$ cat src/rtl/axi_lite_cmd_master.sv
// AXI4-Lite initiator: turns single-beat register commands into AXI4-Lite write/read
// transactions, one outstanding at a time, with a watchdog that aborts hung transfers.
module axi_lite_cmd_master #(
  parameter int unsigned ADDR_WIDTH = 32,
  parameter int unsigned DATA_WIDTH = 32,
  parameter int unsigned TIMEOUT    = 255
) (
  input  logic                      axi_aclk,
  input  logic                      axi_aresetn,
  // command port
  input  logic                      cmd_valid,
  output logic                      cmd_ready,
  input  logic                      cmd_write,
  input  logic [ADDR_WIDTH-1:0]     cmd_addr,
  input  logic [DATA_WIDTH-1:0]     cmd_wdata,
  input  logic [DATA_WIDTH/8-1:0]   cmd_wstrb,
  // response port
  output logic                      rsp_valid,
  input  logic                      rsp_ready,
  output logic [DATA_WIDTH-1:0]     rsp_rdata,
  output logic [1:0]                rsp_resp,
  output logic                      rsp_timeout,
  // AXI4-Lite master
  output logic [ADDR_WIDTH-1:0]     m_axi_awaddr,
  output logic [2:0]                m_axi_awprot,
  output logic                      m_axi_awvalid,
  input  logic                      m_axi_awready,
  output logic [DATA_WIDTH-1:0]     m_axi_wdata,
  output logic [DATA_WIDTH/8-1:0]   m_axi_wstrb,
  output logic                      m_axi_wvalid,
  input  logic                      m_axi_wready,
  input  logic [1:0]                m_axi_bresp,
  input  logic                      m_axi_bvalid,
  output logic                      m_axi_bready,
  output logic [ADDR_WIDTH-1:0]     m_axi_araddr,
  output logic [2:0]                m_axi_arprot,
  output logic                      m_axi_arvalid,
  input  logic                      m_axi_arready,
  input  logic [DATA_WIDTH-1:0]     m_axi_rdata,
  input  logic [1:0]                m_axi_rresp,
  input  logic                      m_axi_rvalid,
  output logic                      m_axi_rready
);

  typedef enum logic [2:0] {
    S_IDLE, S_WADDR, S_WRESP, S_RADDR, S_RDATA, S_RESP
  } state_e;

  state_e                    state_q, state_d;
  logic [15:0]               cnt_q, cnt_d, cnt_inc;
  logic                      cmd_ready_q, cmd_ready_d;
  logic [ADDR_WIDTH-1:0]     addr_q, addr_d;
  logic [DATA_WIDTH-1:0]     wdata_q, wdata_d;
  logic [DATA_WIDTH/8-1:0]   wstrb_q, wstrb_d;
  logic                      awvalid_q, awvalid_d, wvalid_q, wvalid_d, bready_q, bready_d;
  logic                      arvalid_q, arvalid_d, rready_q, rready_d;
  logic                      rsp_valid_q, rsp_valid_d, rsp_timeout_q, rsp_timeout_d;
  logic [DATA_WIDTH-1:0]     rsp_rdata_q, rsp_rdata_d;
  logic [1:0]                rsp_resp_q, rsp_resp_d;
  logic                      aw_pend, w_pend, timeout_hit, abort;

  always_comb begin
    // NOTE: every variable gets a default before the case so no path leaves it unassigned (no latches).
    state_d       = state_q;
    cnt_d         = cnt_q;
    cmd_ready_d   = cmd_ready_q;
    addr_d        = addr_q;
    wdata_d       = wdata_q;
    wstrb_d       = wstrb_q;
    awvalid_d     = awvalid_q;
    wvalid_d      = wvalid_q;
    bready_d      = bready_q;
    arvalid_d     = arvalid_q;
    rready_d      = rready_q;
    rsp_valid_d   = rsp_valid_q;
    rsp_rdata_d   = rsp_rdata_q;
    rsp_resp_d    = rsp_resp_q;
    rsp_timeout_d = rsp_timeout_q;
    aw_pend       = awvalid_q && !m_axi_awready;
    w_pend        = wvalid_q && !m_axi_wready;
    cnt_inc       = cnt_q + 16'd1;
    timeout_hit   = (cnt_inc == 16'(TIMEOUT));
    abort         = 1'b0;

    unique case (state_q)
      S_IDLE: begin
        if (cmd_valid && cmd_ready_q) begin
          addr_d      = cmd_addr;
          wdata_d     = cmd_wdata;
          wstrb_d     = cmd_wstrb;
          cnt_d       = '0;
          cmd_ready_d = 1'b0;
          if (cmd_write) begin
            awvalid_d = 1'b1;
            wvalid_d  = 1'b1;
            bready_d  = 1'b1;
            state_d   = S_WADDR;
          end else begin
            arvalid_d = 1'b1;
            state_d   = S_RADDR;
          end
        end
      end
      S_WADDR: begin
        // bready is already up here, but a B beat before both AW and W finish is ignored.
        cnt_d     = cnt_inc;
        awvalid_d = aw_pend;
        wvalid_d  = w_pend;
        if (!aw_pend && !w_pend) state_d = S_WRESP;
        abort     = timeout_hit;
      end
      S_WRESP: begin
        cnt_d = cnt_inc;
        if (m_axi_bvalid) begin
          bready_d      = 1'b0;
          rsp_valid_d   = 1'b1;
          rsp_rdata_d   = '0;
          rsp_resp_d    = m_axi_bresp;
          rsp_timeout_d = 1'b0;
          state_d       = S_RESP;
        end else begin
          abort = timeout_hit;
        end
      end
      S_RADDR: begin
        cnt_d = cnt_inc;
        if (m_axi_arready) begin
          arvalid_d = 1'b0;
          rready_d  = 1'b1;
          state_d   = S_RDATA;
        end
        abort = timeout_hit;
      end
      S_RDATA: begin
        cnt_d = cnt_inc;
        if (m_axi_rvalid) begin
          rready_d      = 1'b0;
          rsp_valid_d   = 1'b1;
          rsp_rdata_d   = m_axi_rdata;
          rsp_resp_d    = m_axi_rresp;
          rsp_timeout_d = 1'b0;
          state_d       = S_RESP;
        end else begin
          abort = timeout_hit;
        end
      end
      S_RESP: begin
        if (rsp_ready) begin
          rsp_valid_d = 1'b0;
          cmd_ready_d = 1'b1;
          state_d     = S_IDLE;
        end
      end
      default: state_d = S_IDLE;
    endcase

    // A real response on the watchdog's final cycle is handled above and never sets abort.
    if (abort) begin
      awvalid_d     = 1'b0;
      wvalid_d      = 1'b0;
      bready_d      = 1'b0;
      arvalid_d     = 1'b0;
      rready_d      = 1'b0;
      rsp_valid_d   = 1'b1;
      rsp_rdata_d   = '0;
      rsp_resp_d    = 2'b11;
      rsp_timeout_d = 1'b1;
      state_d       = S_RESP;
    end
  end

  // NOTE: sequential state uses non-blocking assignments so all registers update together.
  always_ff @(posedge axi_aclk or negedge axi_aresetn) begin
    if (!axi_aresetn) begin
      state_q       <= S_IDLE;
      cnt_q         <= '0;
      cmd_ready_q   <= 1'b1;
      addr_q        <= '0;
      wdata_q       <= '0;
      wstrb_q       <= '0;
      awvalid_q     <= 1'b0;
      wvalid_q      <= 1'b0;
      bready_q      <= 1'b0;
      arvalid_q     <= 1'b0;
      rready_q      <= 1'b0;
      rsp_valid_q   <= 1'b0;
      rsp_rdata_q   <= '0;
      rsp_resp_q    <= '0;
      rsp_timeout_q <= 1'b0;
    end else begin
      state_q       <= state_d;
      cnt_q         <= cnt_d;
      cmd_ready_q   <= cmd_ready_d;
      addr_q        <= addr_d;
      wdata_q       <= wdata_d;
      wstrb_q       <= wstrb_d;
      awvalid_q     <= awvalid_d;
      wvalid_q      <= wvalid_d;
      bready_q      <= bready_d;
      arvalid_q     <= arvalid_d;
      rready_q      <= rready_d;
      rsp_valid_q   <= rsp_valid_d;
      rsp_rdata_q   <= rsp_rdata_d;
      rsp_resp_q    <= rsp_resp_d;
      rsp_timeout_q <= rsp_timeout_d;
    end
  end

  assign cmd_ready     = cmd_ready_q;
  assign rsp_valid     = rsp_valid_q;
  assign rsp_rdata     = rsp_rdata_q;
  assign rsp_resp      = rsp_resp_q;
  assign rsp_timeout   = rsp_timeout_q;
  assign m_axi_awaddr  = addr_q;
  assign m_axi_awprot  = 3'b000;
  assign m_axi_awvalid = awvalid_q;
  assign m_axi_wdata   = wdata_q;
  assign m_axi_wstrb   = wstrb_q;
  assign m_axi_wvalid  = wvalid_q;
  assign m_axi_bready  = bready_q;
  assign m_axi_araddr  = addr_q;
  assign m_axi_arprot  = 3'b000;
  assign m_axi_arvalid = arvalid_q;
  assign m_axi_rready  = rready_q;

endmodule

$ cat config.mk
export PLATFORM = sky130hd
export DESIGN_NAME = axi_lite_cmd_master
export DESIGN_NICKNAME = d
export VERILOG_FILES = /design/src/rtl/axi_lite_cmd_master.sv
export SDC_FILE = /design/constraint.sdc
export NUM_CORES = 1
export LEC_CHECK = 0
export ABC_CLOCK_PERIOD_IN_PS = 3400
export BUFFER_PORTS_ARGS = -buffer_cell sky130_fd_sc_hd__buf_2
export CAP_MARGIN = 20
export CELL_PAD_IN_SITES_DETAIL_PLACEMENT = 0
export CELL_PAD_IN_SITES_GLOBAL_PLACEMENT = 2
export CORE_UTILIZATION = 25
export CTS_BUF_LIST = sky130_fd_sc_hd__clkbuf_16
export CTS_CLUSTER_DIAMETER = 200
export DETAILED_ROUTE_END_ITERATION = 12
export PLACE_DENSITY_LB_ADDON = 0.1
export SLEW_MARGIN = 20
export SYNTH_ARGS = -nofsm -noshare
export SYNTH_HDL_FRONTEND = slang
export SYNTH_SLANG_ARGS = --single-unit
$ cat constraint.sdc
create_clock -name axi_aclk -period 3.4 [get_ports axi_aclk]
set_input_delay 0.51 -clock axi_aclk [delete_from_list [all_inputs] [get_ports axi_aclk]]
set_output_delay 0.51 -clock axi_aclk [all_outputs]
set_load 0.1 [all_outputs]
### Word-level counts from Yosys, hierarchy flattened

Index checks and enable logic that the tools add are counted.

| storage, ports and cells | value |
|---|---|
| flip-flop bits (word level) | 129 |
| output and inout port bits | 148 |
| word-level logic and storage cells | 111 |

| cells by class | value |
|---|---|
| add/subtract/negate cells | 1 |
| equality and inequality tests | 16 |
| multiplexer cells | 50 |
| reduce and logical (&&, ||, !) cells | 29 |

Operators by type and width:

| cell | count |
|---|---|
| 32-bit two-way mux | 3 |
| 32-bit one-hot mux with 2 select lines | 1 |
| 16-bit one-hot mux with 2 select lines | 1 |
| 3-bit != test, second input constant | 8 |
| 1-bit two-way mux | 22 |
| 3-bit two-way mux | 7 |
| 3-bit one-hot mux with 6 select lines | 1 |
| 16-bit by 1-bit adder with 16-bit output, second input constant | 1 |
| 16-bit by 8-bit == test with 1-bit output, second input constant | 1 |
| 16-bit two-way mux | 1 |
| 3-bit nonzero test | 5 |
| 1-bit one-hot mux with 2 select lines | 7 |
| 3-bit AND reduction | 4 |
| 4-bit AND reduction | 3 |
| 2-bit two-way mux | 4 |
| 3-bit by 2-bit == test with 1-bit output, second input constant | 2 |
| 3-bit == test, second input constant | 2 |
| 1-bit one-hot mux with 3 select lines | 2 |
| 6-bit AND reduction | 1 |
| 1-bit logical AND | 4 |
| 1-bit zero test | 4 |
| 2-bit != test, second input constant | 2 |
| 2-bit one-hot mux with 2 select lines | 1 |
| 2-bit AND reduction | 2 |
| 6 further kinds | 7 |

### Logic depth before layout (Yosys ltp)

| depth | value |
|---|---|
| depth after elaboration | 7 |
| mapped depth | 9 |
| mapped depth without buffers | 7 |

### Worst setup path before layout

OpenSTA, ideal clock, no wires.

| timing path | value |
|---|---|
| path kind | register to register |
| start point | register cmd_ready_q (netlist: cmd_ready) |
| end point | register addr_q[0] (netlist: m_axi_araddr[0]) |
| arrival | 2.152 ns |
| data required time | 3.274 ns |
| path slack | 1.122 ns |
| stages on the path, launching flop included | 5 |
| path through | dfstp_2 -> nand2_1 -> nor4_1 -> buf_2 -> mux2_2 |

| between the ends | value |
|---|---|
| word-level cells in the longest chain between the ends | 2 |

Ends and longest elaborated chain:

| item | line | text |
|---|---|---|
| start: declaration | 51 | `logic cmd_ready_q, cmd_ready_d;` |
| start signal: assignment | 193 | `cmd_ready_q <= cmd_ready_d;` |
| 1-bit logical AND | 87 | `if (cmd_valid && cmd_ready_q) begin` |
| 2-bit AND reduction (no line) | n/a |  |
| end signal: assignment | 194 | `addr_q <= addr_d;` |
| end: declaration | 52 | `logic [ADDR_WIDTH-1:0] addr_q, addr_d;` |

Every way passes these cells.
A chain may end at the register's enable or synchronous reset.

### Worst setup path after layout

| timing path | value |
|---|---|
| start point | register cnt_q[0] |
| end point | register rsp_valid_q (netlist: rsp_valid) |

| between the ends | value |
|---|---|
| word-level cells in the longest chain between the ends | 6 |

Ends and longest elaborated chain:

| item | line | text |
|---|---|---|
| start: declaration | 50 | `logic [15:0] cnt_q, cnt_d, cnt_inc;` |
| start signal: assignment | 192 | `cnt_q <= cnt_d;` |
| 16-bit by 1-bit adder with 16-bit output (*) | 81 | `cnt_inc = cnt_q + 16'd1;` |
| 16-bit by 8-bit == test with 1-bit output (*) | 82 | `timeout_hit = (cnt_inc == 16'(TIMEOUT));` |
| 1-bit two-way mux, on equally long branches | 136, 114 |  |
| 1-bit one-hot mux with 3 select lines (*) | 85 | `unique case (state_q)` |
| 3-bit != test (no line) or 4-bit nonzero test (tied branches) | n/a |  |
| 4-bit AND reduction (no line) | n/a |  |
| end signal: assignment | 202 | `rsp_valid_q <= rsp_valid_d;` |
| end: declaration | 57 | `logic rsp_valid_q, rsp_valid_d, rsp_timeout_q, rsp_timeout_d;` |

Mark *: on every way between the ends. The rest lies on a longest branch, timed or not.

==> results by stage <==
Yosys:
- The post-synthesis simple-gate area fraction is 0.1371.
- In the synthesized netlist the dominant register cell turns out to be dfrtp_1.
- The most repeated cell in the gate-level netlist after synthesis is dfrtp_1.
- The sequential element share of the synthesized area is 0.5363.
- The netlist area before placement is about 0.006 mm².
- Synthesis produced 550 cells.
- Sorting the synthesized cells by area gives the leading types as dfrtp_1 53%, mux2_2 13%, buf_4 5.0%.
- The number of flops mapped to enable cells by yosys is 0.
- After synthesis, the netlist uses between 50 and 60 different library cells.
- The arithmetic-cell share of the synthesized area counting full adders, half adders and majority gates is 0.004155.
- Of the post-synthesis cell area, the part taken by muxes is 0.1305.
- In the synthesized netlist the async set-or-reset flop fraction comes to 1.000.
- The leading area contributor after synthesis is dfrtp_1.
- The top cell type's share of synthesized area is 0.5319.
- By area, the combinational part of the netlist is dominated by simple AND/OR/NAND/NOR gates.
- After synthesis the netlist holds a flip-flop and latch count of approximately 130.
- The commonest cells after synthesis are 128 x dfrtp_1, 68 x mux2_2, 55 x nor2_1.
- The average instance area after synthesis is around 11 µm².
- For this run, the number of Yosys warnings is 0.
- The area fraction in compound gates after synthesis is 0.1010.
- Of the total synthesized cell area, the portion taken by XOR and XNOR cells is 0.007272.

Clock tree:
- The clock insertion delay at the later pin of the skew report is 0.42 ns.
- The clock sink count is around 130.
- The total setup buffers inserted after CTS is 0.
- In this run, CTS created clock tree buffers numbering 17.
- The number of H-tree levels is 4.
- No sink is reached through more buffers than the 2 on the longest clock path.
- Clock-pin slew was measured on the worst setup and hold paths at ~0.060 ns.
- Gates resized during post-CTS repair numbered 0.
- The root buffer cell is clkbuf_16.
- The hold-fix buffer count after cts is 0.
- TritonCTS built the clock tree.

Cells and area:
- From synthesis to final layout, the design area changed by 32.31%.
- The multi-input combinational cells in the finished layout cover a total of between 0.002 and 0.0025 mm².
- After the flow finishes, the layout carries non-filler instances totaling 1,101.
- For this run, the post-layout net count is 884.
- In the final layout, the share of cells above drive strength 1 is 0.4878.
- Counting the fill cells in the layout gives around 2.4k.
- Summing all flip-flop and latch instances after layout gives between 0.003 and 0.004 mm².

Drt:
- The initial detailed-routing violation count is between 200 and 250.
- After detailed routing, the number of remaining DRC violations is 0.
- The mean number of vias per cell is ~4.4.
- Detailed routing inserted a total of around 4.8k vias.
- The post-route antenna net violation count is 0.
- The first detailed-routing pass took 4 iterations.
- Dividing the detail-routed wire length by the instance count gives between 15 and 20 µm.
- The routed design has about 17 mm of wire.

GRT:
- The global-route wire length before repair is 26.53 mm.
- In this run the most used layer during global routing was met2.
- In the global route stage, overall resource usage came out at 0.1423.
- The via count of the first global-routing pass is between 4k and 5k.
- The total overflow left after global routing is 0.
- The number of antenna violations at the first check in global routing is 1.
- The met1 usage in global routing is 0.1746.
- The met2 layer usage reported by global route is 0.2345.
- Entering global routing, the biggest net connects 71 pins.
- The global routing usage on met3 is 0.04543.

Worst setup path:
- The start-to-end type of the worst setup path is flip-flop to flip-flop.
- STA classifies the critical path startpoint as a flip-flop.
- The worst path required time is ~3.7 ns.
- The worst path arrival time is between 2 and 3 ns.
- The worst setup path is captured at a flip-flop.
- The highest net fanout along the worst path is 44.

Die:
- For this design the top-level I/O count stands at 262.
- The floorplan has 56 rows.
- The initial utilization of the core area, before any placement, comes to 0.2558.
- The floorplan step defined a core boundary enclosing approximately 0.024 mm².
- The vertical die dimension is about 160 µm.
- The die outline width is 157.2 µm.
- The die covers approximately 0.025 mm².

Worst hold path:
- The class of the worst hold path is input pin to async pin.

Timing:
- The number of hold-slack violations in the final timing report is 0.
- The minimum clock period after layout is 2.534 ns.
- Setup violations remaining at the end of the flow were counted as 0.
- The worst slew margin relative to its limit is 0.4460.
- Derived from the worst setup path, the maximum achievable clock frequency is 394.6 MHz.
- The share of the cycle needed by the critical path after routing is 0.7454.
- In the final timing run, aggregate negative setup slack is 0 ns.
- Setup repair after global routing left no endpoint under its margin.
- The clock tree skew after final layout is about 0.008 ns.
- The number of max-slew violations in the final report is 0.
- For the pin with the worst max-slew slack, the measured transition is slightly above 0.8 ns.

Placement:
- The number of placed instances with taps included is roughly 1.1k.
- The count of buffers from port buffering is around 260.
- The half-perimeter wire length after detailed placement is approximately 13 mm.
- At the end of routability-driven placement, the weighted congestion stood at around 0.76.

Run:
- The max capacitance violation total is 0.

Run status:
- The run finished with clean final reports.
## registers in the layout, indices dropped and copies added (netlist names)
| register | flops |
|---|---|
| state_q | 3 |
| cnt_q | 16 |
| rsp_resp | 2 |
| m_axi_araddr | 32 |
| m_axi_wstrb | 4 |
| cmd_ready | 1 |
| m_axi_bready | 1 |
| m_axi_rready | 1 |
| rsp_timeout | 1 |
| m_axi_wdata | 32 |
| m_axi_wvalid | 1 |
| rsp_valid | 1 |
| m_axi_arvalid | 1 |
| rsp_rdata | 32 |
| m_axi_awvalid | 1 |
## routing by layer
layer	vias up	part of all wire
met1	2259	0.44
met3	16	0.076
met5	-	0.00075
met4	2	0.012
li1	2333	-
met2	202	0.47
## area by class of cell
| class | instances | area share |
|---|---|---|
| inverters | 5 | 0.002356 |
| clock inverters | 15 | 0.02151 |
| flip-flops and latches | 129 | 0.4053 |
| well taps | 319 | 0.05009 |
| diodes | 1 | 0.0003141 |
| repair buffers | 267 | 0.1754 |
| clock buffers | 17 | 0.05339 |
| multi-input cells | 348 | 0.2916 |
## cell families after synthesis
logic type      Yosys count
other cells               1
mux                      70
simple gates            158
buf+inv                  78
flops                   129
xor+xnor                  5
fa+ha+maj                 2
compound gates          107
## worst max-delay path: stages, from the launching register on
cell and delay (ns):
dfrtp_1 0.48, ha_1 0.32, nand3_1 0.19, nor3_2 0.30, nor3_1 0.07, a311oi_1 0.37, nor4_4 0.09, buf_12 0.19
or3_1 0.38
## cell usage in the layout, fill, tap and decap left out, types with 7 or more instances in the layout
cell type and n:
mux2_2 68, buf_2 254, nor2_1 55, a31oi_1 7, nor2b_1 7, dfrtp_1 128
clkbuf_16 17, nand4_1 8, nand3_1 7, o21ai_0 31, a21oi_1 47, nand2_1 23
buf_4 10, and3_1 34
## stage by stage
| stage | util | area (µm²) | hold WS, ns | setup WS, ns |
|---|---|---|---|---|
| floorplan | - | 6041 | 0.2144 | 1.122 |
| global placement | 0.3130 | 7368 | 0.4591 | 0.9496 |
| detailed placement | 0.3130 | 7368 | 0.4669 | 0.8865 |
| CTS | 0.3383 | 7965 | 0.01360 | 0.8713 |
| global route | 0.3383 | 7965 | 0.02450 | 0.6726 |
| finish | 0.3384 | 7968 | 0.005626 | 0.8656 |
## worst paths after layout
check | start | end | slack (ns) | depth (start not counted)
max | cnt_q[0] | rsp_valid | 0.87 | 8
min | axi_aresetn | rsp_rdata[21] | 0.006 | 1
max reg2reg | cnt_q[0] | rsp_valid | 0.87 | 8
min reg2reg | rsp_resp[0] | rsp_resp[0] | 0.49 | 1
max in group asynchronous | axi_aresetn | cmd_ready | 2.58 | 2
min in group axi_aclk | cmd_wdata[30] | m_axi_wdata[30] | 0.32 | 2
Power is left out: the tool's default activity adds up to more than one toggle a clock period on the data nets, which glitch-free logic cannot reach.
